<file path="src/rtl/uart_pkt_parser_pkg.sv">
// Shared types for the UART packet parser: FSM states, error codes and the
// default start-of-frame marker.
package uart_pkt_pkg;

  typedef enum logic [2:0] {
    IDLE,
    LEN,
    PAYLOAD,
    CSUM,
    SEND
  } state_t;

  typedef enum logic [1:0] {
    ERR_NONE = 2'b00,
    ERR_CSUM = 2'b01,
    ERR_LEN  = 2'b10,
    ERR_TO   = 2'b11
  } err_t;

  localparam logic [7:0] SOF_DEFAULT = 8'hA5;

endpackage

</file>
<file path="src/rtl/uart_pkt_parser_if.sv">
// Bundles the rx FIFO pop side and the payload stream side of the parser.
// master = parser view, slave = FIFO/sink view.
interface uart_pkt_parser_if #(
  parameter int DATA_BITS = 8
);

  logic                 rx_empty;
  logic [DATA_BITS-1:0] rd_data;
  logic                 rd_uart;
  logic [DATA_BITS-1:0] m_data;
  logic                 m_valid;
  logic                 m_ready;
  logic                 m_last;

  modport master (
    input  rx_empty, rd_data, m_ready,
    output rd_uart, m_data, m_valid, m_last
  );

  modport slave (
    output rx_empty, rd_data, m_ready,
    input  rd_uart, m_data, m_valid, m_last
  );

endinterface

</file>
<file path="src/rtl/uart_pkt_parser_buf.sv">
// Payload buffer: MAX_LEN x DATA_BITS register array, one synchronous write
// port and one asynchronous read port. Contents are not reset.
module uart_pkt_buf #(
  parameter int DATA_BITS = 8,
  parameter int MAX_LEN   = 16,
  parameter int AW        = 4
) (
  input  logic                 clk,
  input  logic                 we,
  input  logic [AW-1:0]        waddr,
  input  logic [DATA_BITS-1:0] wdata,
  input  logic [AW-1:0]        raddr,
  output logic [DATA_BITS-1:0] rdata
);

  logic [DATA_BITS-1:0] mem [MAX_LEN];

  // Store one payload byte per accepted pop.
  always_ff @(posedge clk) begin
    if (we) mem[waddr] <= wdata;
  end

  assign rdata = mem[raddr];

endmodule

</file>
<file path="src/rtl/uart_pkt_parser.sv">
// UART packet parser: pops the rx FIFO, frames SOF/LEN/payload/checksum,
// buffers the payload and streams it out only once the checksum is good.
//
//  state   | meaning
//  IDLE    | hunting for SOF, non-SOF bytes discarded
//  LEN     | next byte is payload length
//  PAYLOAD | storing payload bytes into the buffer
//  CSUM    | next byte closes the running sum to zero
//  SEND    | streaming buffered payload, FIFO not popped
module uart_pkt_parser
  import uart_pkt_pkg::*;
#(
  parameter int                   DATA_BITS = 8,
  parameter int                   MAX_LEN   = 16,
  parameter logic [DATA_BITS-1:0] SOF_BYTE  = DATA_BITS'(SOF_DEFAULT),
  parameter int                   TO_WIDTH  = 16
) (
  input  logic                clk,
  input  logic                reset,
  uart_pkt_parser_if.master   bus,
  input  logic [TO_WIDTH-1:0] timeout_cycles,
  output logic                frame_ok,
  output logic                frame_err,
  output logic [1:0]          err_code,
  output logic                busy
);

  localparam int PW = $clog2(MAX_LEN + 1);
  localparam int AW = (MAX_LEN > 1) ? $clog2(MAX_LEN) : 1;
  localparam logic [DATA_BITS-1:0] MAX_LEN_W = DATA_BITS'(MAX_LEN);

  state_t               state, state_n;
  logic [DATA_BITS-1:0] len, len_n;
  logic [DATA_BITS-1:0] sum, sum_n;
  logic [PW-1:0]        wr_ptr, wr_ptr_n;
  logic [PW-1:0]        rd_ptr, rd_ptr_n;
  logic [TO_WIDTH-1:0]  idle_cnt, idle_cnt_n;
  err_t                 err, err_n;
  logic                 ok_n, ferr_n;

  logic                 in_frame, pop, hs, to_hit, buf_we, last_byte;
  logic [PW-1:0]        wr_ptr_inc, rd_ptr_inc;
  logic [DATA_BITS-1:0] sum_csum, buf_rdata;

  assign in_frame   = state inside {LEN, PAYLOAD, CSUM};
  // Gated by reset so the FIFO is never popped while the parser is held.
  assign pop        = ~reset & ~bus.rx_empty & ((state == IDLE) | in_frame);
  assign wr_ptr_inc = wr_ptr + PW'(1);
  assign rd_ptr_inc = rd_ptr + PW'(1);
  assign last_byte  = (DATA_BITS'(rd_ptr_inc) == len);
  assign sum_csum   = sum + bus.rd_data;
  assign to_hit     = (timeout_cycles != '0) && (idle_cnt == timeout_cycles);
  assign hs         = bus.m_valid & bus.m_ready;

  assign bus.rd_uart = pop;
  assign bus.m_valid = (state == SEND);
  assign bus.m_data  = (state == SEND) ? buf_rdata : '0;
  assign bus.m_last  = (state == SEND) & last_byte;
  assign busy        = (state != IDLE);
  assign err_code    = err;

  uart_pkt_buf #(
    .DATA_BITS(DATA_BITS),
    .MAX_LEN  (MAX_LEN),
    .AW       (AW)
  ) u_buf (
    .clk  (clk),
    .we   (buf_we),
    .waddr(wr_ptr[AW-1:0]),
    .wdata(bus.rd_data),
    .raddr(rd_ptr[AW-1:0]),
    .rdata(buf_rdata)
  );

  // State and datapath registers; a reset aborts any frame without pulses.
  always_ff @(posedge clk or posedge reset) begin
    if (reset) begin
      state     <= IDLE;
      len       <= '0;
      sum       <= '0;
      wr_ptr    <= '0;
      rd_ptr    <= '0;
      idle_cnt  <= '0;
      err       <= ERR_NONE;
      frame_ok  <= 1'b0;
      frame_err <= 1'b0;
    end else begin
      state     <= state_n;
      len       <= len_n;
      sum       <= sum_n;
      wr_ptr    <= wr_ptr_n;
      rd_ptr    <= rd_ptr_n;
      idle_cnt  <= idle_cnt_n;
      err       <= err_n;
      frame_ok  <= ok_n;
      frame_err <= ferr_n;
    end
  end

  // Next-state, framing checks, buffer writes and the inter-byte timeout.
  always_comb begin
    state_n    = state;
    len_n      = len;
    sum_n      = sum;
    wr_ptr_n   = wr_ptr;
    rd_ptr_n   = rd_ptr;
    err_n      = err;
    ok_n       = 1'b0;
    ferr_n     = 1'b0;
    buf_we     = 1'b0;
    idle_cnt_n = '0;

    // Saturating idle count, only while waiting on bytes mid-frame.
    if (in_frame && !pop) begin
      idle_cnt_n = (idle_cnt == '1) ? idle_cnt : idle_cnt + TO_WIDTH'(1);
    end

    case (state)
      IDLE: begin
        if (pop && (bus.rd_data == SOF_BYTE)) state_n = LEN;
      end
      LEN: begin
        if (pop) begin
          len_n = bus.rd_data;
          if ((bus.rd_data == '0) || (bus.rd_data > MAX_LEN_W)) begin
            ferr_n  = 1'b1;
            err_n   = ERR_LEN;
            state_n = IDLE;
          end else begin
            sum_n    = bus.rd_data;
            wr_ptr_n = '0;
            state_n  = PAYLOAD;
          end
        end
      end
      PAYLOAD: begin
        if (pop) begin
          buf_we   = 1'b1;
          sum_n    = sum_csum;
          wr_ptr_n = wr_ptr_inc;
          if (DATA_BITS'(wr_ptr_inc) == len) state_n = CSUM;
        end
      end
      CSUM: begin
        if (pop) begin
          if (sum_csum == '0) begin
            rd_ptr_n = '0;
            state_n  = SEND;
          end else begin
            ferr_n  = 1'b1;
            err_n   = ERR_CSUM;
            state_n = IDLE;
          end
        end
      end
      SEND: begin
        if (hs) begin
          if (last_byte) begin
            ok_n    = 1'b1;
            state_n = IDLE;
          end else begin
            rd_ptr_n = rd_ptr_inc;
          end
        end
      end
      default: state_n = IDLE;
    endcase

    // A byte arriving in the same cycle wins over the timeout.
    if (in_frame && !pop && to_hit) begin
      ferr_n  = 1'b1;
      err_n   = ERR_TO;
      state_n = IDLE;
    end
  end

endmodule

</file>
<file path="src/flat_wrapper.sv">
// flat-port wrapper written by rule: the top's interface ports become plain ports
module uart_pkt_parser_flat import uart_pkt_pkg::*;
#(
  parameter int                   DATA_BITS = 8,
  parameter int                   MAX_LEN   = 16,
  parameter logic [DATA_BITS-1:0] SOF_BYTE  = DATA_BITS'(SOF_DEFAULT),
  parameter int                   TO_WIDTH  = 16
)
  (clk, reset, timeout_cycles, frame_ok, frame_err, err_code, busy, bus_rx_empty, bus_rd_data, bus_m_ready, bus_rd_uart, bus_m_data, bus_m_valid, bus_m_last);
  uart_pkt_parser_if #(.DATA_BITS(DATA_BITS)) bus_i ();
  input  logic clk;
  input  logic reset;
  input  logic [TO_WIDTH-1:0] timeout_cycles;
  output logic frame_ok;
  output logic frame_err;
  output logic [1:0] err_code;
  output logic busy;
  input wire logic [$bits(bus_i.rx_empty)-1:0] bus_rx_empty;
  input wire logic [$bits(bus_i.rd_data)-1:0] bus_rd_data;
  input wire logic [$bits(bus_i.m_ready)-1:0] bus_m_ready;
  output wire logic [$bits(bus_i.rd_uart)-1:0] bus_rd_uart;
  output wire logic [$bits(bus_i.m_data)-1:0] bus_m_data;
  output wire logic [$bits(bus_i.m_valid)-1:0] bus_m_valid;
  output wire logic [$bits(bus_i.m_last)-1:0] bus_m_last;
  assign bus_i.rx_empty = bus_rx_empty;
  assign bus_i.rd_data = bus_rd_data;
  assign bus_i.m_ready = bus_m_ready;
  assign bus_rd_uart = bus_i.rd_uart;
  assign bus_m_data = bus_i.m_data;
  assign bus_m_valid = bus_i.m_valid;
  assign bus_m_last = bus_i.m_last;
  uart_pkt_parser #(.DATA_BITS(DATA_BITS), .MAX_LEN(MAX_LEN), .SOF_BYTE(SOF_BYTE), .TO_WIDTH(TO_WIDTH)) u_core (.clk(clk), .reset(reset), .bus(bus_i), .timeout_cycles(timeout_cycles), .frame_ok(frame_ok), .frame_err(frame_err), .err_code(err_code), .busy(busy));
endmodule
</file>
<file path="config.mk">
export PLATFORM = sky130hd
export DESIGN_NAME = uart_pkt_parser_flat
export DESIGN_NICKNAME = d
export VERILOG_FILES = /design/src/rtl/uart_pkt_parser_pkg.sv /design/src/rtl/uart_pkt_parser_if.sv /design/src/rtl/uart_pkt_parser_buf.sv /design/src/rtl/uart_pkt_parser.sv /design/src/flat_wrapper.sv
export SDC_FILE = /design/constraint.sdc
export NUM_CORES = 1
export LEC_CHECK = 0
export CAP_MARGIN = 15
export CORE_MARGIN = 10
export CORE_UTILIZATION = 60
export CTS_CLUSTER_DIAMETER = 120
export DETAILED_ROUTE_END_ITERATION = 7
export PLACE_DENSITY = 0.8
export SLEW_MARGIN = 40
export SYNTH_ARGS = -nofsm -noshare
export SYNTH_HDL_FRONTEND = slang
export SYNTH_SLANG_ARGS = --single-unit
</file>
<file path="constraint.sdc">
create_clock -name clk -period 4.6 [get_ports clk]
set_input_delay 0.69 -clock clk [delete_from_list [all_inputs] [get_ports clk]]
set_output_delay 0.69 -clock clk [all_outputs]
set_load 0.01 [all_outputs]
</file>
==> flow_metrics.tcl <==
set metrics [dict create \
    wire_per_inst_um 22.4 \
    synth_ff_type "edfxtp_1" \
    synth_compound_area_share_pct 4.98 \
    timing.setup.tns_ps 0 \
    synthAdderAreaFrac_pct 2.23 \
    synth_top_family_by_area "multiplexers" \
    required_ps 3910 \
    dieArea_um2 18700 \
    r2r-start "u_core.state[2]$_DFFE_PP0P_" \
    ys_top_cells_by_count "128 x edfxtp_1, 49 x dfrtp_1, 40 x mux4_2" \
    grt_pass1_vias 5028 \
    fin_util_pct 70.4 \
    setup_viol 0 \
    synth_area_um2 8180 \
    drive_above_1_share_pct 16.1 \
    yosys_register_bits 177 \
    muxShareOfSynthArea_pct 13.1 \
    avgViaCountPerCell 6.26 \
    finClkSkew_ps 6.50 \
    insertion_delay_ps 430 \
    yosysTopAreaCell "edfxtp_1" \
    yosysMostFrequentCell "edfxtp_1" \
    cts_tree "yes" \
    power_density_nw_per_um2 401 \
    yosysWarnings 0 \
    hp-start "u_core.err_code[1]$_DFFE_PP0P_" \
    status "finished, final reports clean" \
    synthXorXnorAreaFrac_pct 4.98 \
    post-route-min-period_ps 3700 \
    ctsHoldBuffers 0 \
    critPathMaxFanout 28 \
    worstSetupEndpointType "primary output" \
    area_delta_synth_final_pct 14.3 \
    slew_headroom_pct 48.7 \
    ir_drop_mv 0.251 \
    instances_no_fill 791 \
    dr_total_vias 4954 \
    filler_cell_count 839 \
    hold_class "register to register" \
    cts-root-buf "clkbuf_16" \
    cts_resized 0 \
    fin_total_pwr_uw 3750 \
    clock.fmax_mhz 270 \
    hold_slack_ps 502 \
    leakagePower_uw 0.00331 \
    rsz0062_at_grt "false" \
    post_cts_buffers 0 \
    timing_worst_setup_path_type "register to primary output" \
    synth.distinct_cells 61 \
    ys_seq_area_share_pct 62.0 \
    io_pins 44 \
    synth_area_per_cell_um2 14.9 \
    final-max-slew-violation-count 0 \
    grt_usage_pct 19.5 \
    clk_pin_slew_ps 60 \
    wl_um 17700 \
    fin_nets 644 \
    clk_path_buf_depth 2 \
    postRouteAntennaNets 0 \
    cp.arrival_ps 3010 \
    cts.htree.levels 4 \
    synthesis.nets 593 \
    hpwl_um 11500 \
    die_w_um 137 \
    gp_congestion 0.888 \
    antenna_found_initial 0 \
    tightestPinTransition_ps 769 \
    start_util_pct 61.5 \
    die_height_um 137 \
    n_antenna_cell 0 \
    synth_edf_count 128 \
    synthArstFlopShare_pct 27.7 \
    io_buffers 43 \
    hold_viol 0 \
    synthDominantCellAreaShare_pct 47.0 \
    dp.cells 759 \
    start_kind "register" \
    synthCells 551 \
    firstDrtPassIters 5 \
    gr-total-overflow 0 \
    numCtsBuffers 17 \
    drv_cap 0 \
    startpoint "u_core.rd_ptr[0]$_DFFE_PP0P_" \
    period_share_pct 80.5 \
    rows 42 \
    grt_start_max_net_pins 50 \
    drc 0 \
    yosys.area_share.simple_pct 10.9 \
    core-area_um2 13300 \
    drtIter0Drc 488 \
    grt_pass1_wl_um 27400 \
    cts.sinks 177 \
    yosys-top-cells-area "edfxtp_1 47%, dfrtp_1 15%, mux4_2 11%, xor2_1 3.1%, and2_1 2.1%" \
]
-- cell families (layout without fill, tap and decap cells) --
| group | after synthesis | count (layout) |
|---|---|---|
| flops | 177 | 177 |
| fa+ha+maj | 14 | 14 |
| xor+xnor | 45 | 45 |
| mux | 56 | 56 |
| compound gates | 62 | 62 |
| buf+inv | 33 | 97 |
| simple gates | 164 | 164 |
-- sequential cells by signal (all words and copies together), names as in the netlist --
register,cells
u_core.wr_ptr,5
u_core.frame_err,1
u_core.len,8
u_core.err_code,2
u_core.state,3
u_core.rd_ptr,5
u_core.u_buf.mem,128
u_core.idle_cnt,16
u_core.sum,8
u_core.frame_ok,1
-- per-stage QoR --
stage / setup slack (ps) / instance area, um2
after detailed placement: 934 / 8820
final: 899 / 9360
after global routing: 762 / 9360
after floorplan: 1890 / 8180
after CTS: 849 / 9360
after global placement: 1030 / 8820
-- placed cells by master, fill, tap and decap left out, drive strengths merged, types with 2 or more instances in the layout --
| cell type | Yosys | layout |
|---|---|---|
| a21o | 4 | 4 |
| a21oi | 10 | 10 |
| a22o | 2 | 2 |
| a31oi | 2 | 2 |
| and2 | 27 | 27 |
| and3 | 8 | 8 |
| buf | 12 | 11 |
| clkbuf | 9 | 17 |
| clkdlybuf4s50 | 0 | 42 |
| clkinv | 0 | 10 |
| clkinvlp | 0 | 2 |
| dfrtp | 49 | 49 |
| edfxtp | 128 | 128 |
| ha | 13 | 13 |
| inv | 12 | 15 |
| mux2 | 8 | 8 |
| mux2i | 8 | 8 |
| mux4 | 40 | 40 |
| nand2 | 29 | 29 |
| nand2b | 3 | 3 |
| nand3 | 15 | 15 |
| nand3b | 4 | 4 |
| nand4 | 9 | 9 |
| nor2 | 32 | 32 |
| nor2b | 3 | 3 |
| nor3 | 9 | 9 |
| nor3b | 5 | 5 |
| nor4 | 11 | 11 |
| o21ai | 23 | 23 |
| o21bai | 3 | 3 |
| o31a | 2 | 2 |
| o31ai | 4 | 4 |
| or3 | 5 | 5 |
| xnor2 | 15 | 15 |
| xor2 | 29 | 29 |
-- critical path: stages (launching register included) --
cell,delay (ps)
dfrtp_2,550
buf_12,290
mux4_2,590
mux4_2,490
and2_1,170
clkdlybuf4s50_1,470
-- power by group --
group | leakage (uW) | internal (uW) | switching [uW] | total (uW)
clock network | 0.000257 | 693 | 621 | 1310
registers | 0.00179 | 1800 | 94.6 | 1890
logic | 0.00126 | 259 | 286 | 545
total | 0.00331 | 2750 | 1000 | 3750
-- path summary, 6_finish.rpt --
check,slack (ps),depth (start not counted),endpoint
max reg2reg,1840,5,u_core.u_buf.mem[6][7]$_DFFE_PP_
max in group asynchronous,3430,2,u_core.rd_ptr[0]$_DFFE_PP0P_
max,900,5,bus_m_data[4]
min in group asynchronous,730,2,u_core.frame_err$_DFF_PP0_
min,500,1,u_core.err_code[1]$_DFFE_PP0P_
min reg2reg,500,1,u_core.err_code[1]$_DFFE_PP0P_
-- per-layer routing --
layer	share of wire (%)	vias to the layer above	track usage [%]
met1	42	2531	25.7
met5	0	-	0
li1	-	2209	-
met4	1.4	0	6.67
met3	7.3	24	5.02
met2	49	190	30.8
-- cell type report --
type,instances,area (um2),area share [%]
flip-flops and latches,177,5070,54.2
multi-input cells,341,2970,31.7
repair buffers,53,513,5.48
clock buffers,17,425,4.55
well taps,176,220,2.35
clock inverters,15,113,1.20
inverters,12,47.5,0.508
(Power assumes the default switching activity.)
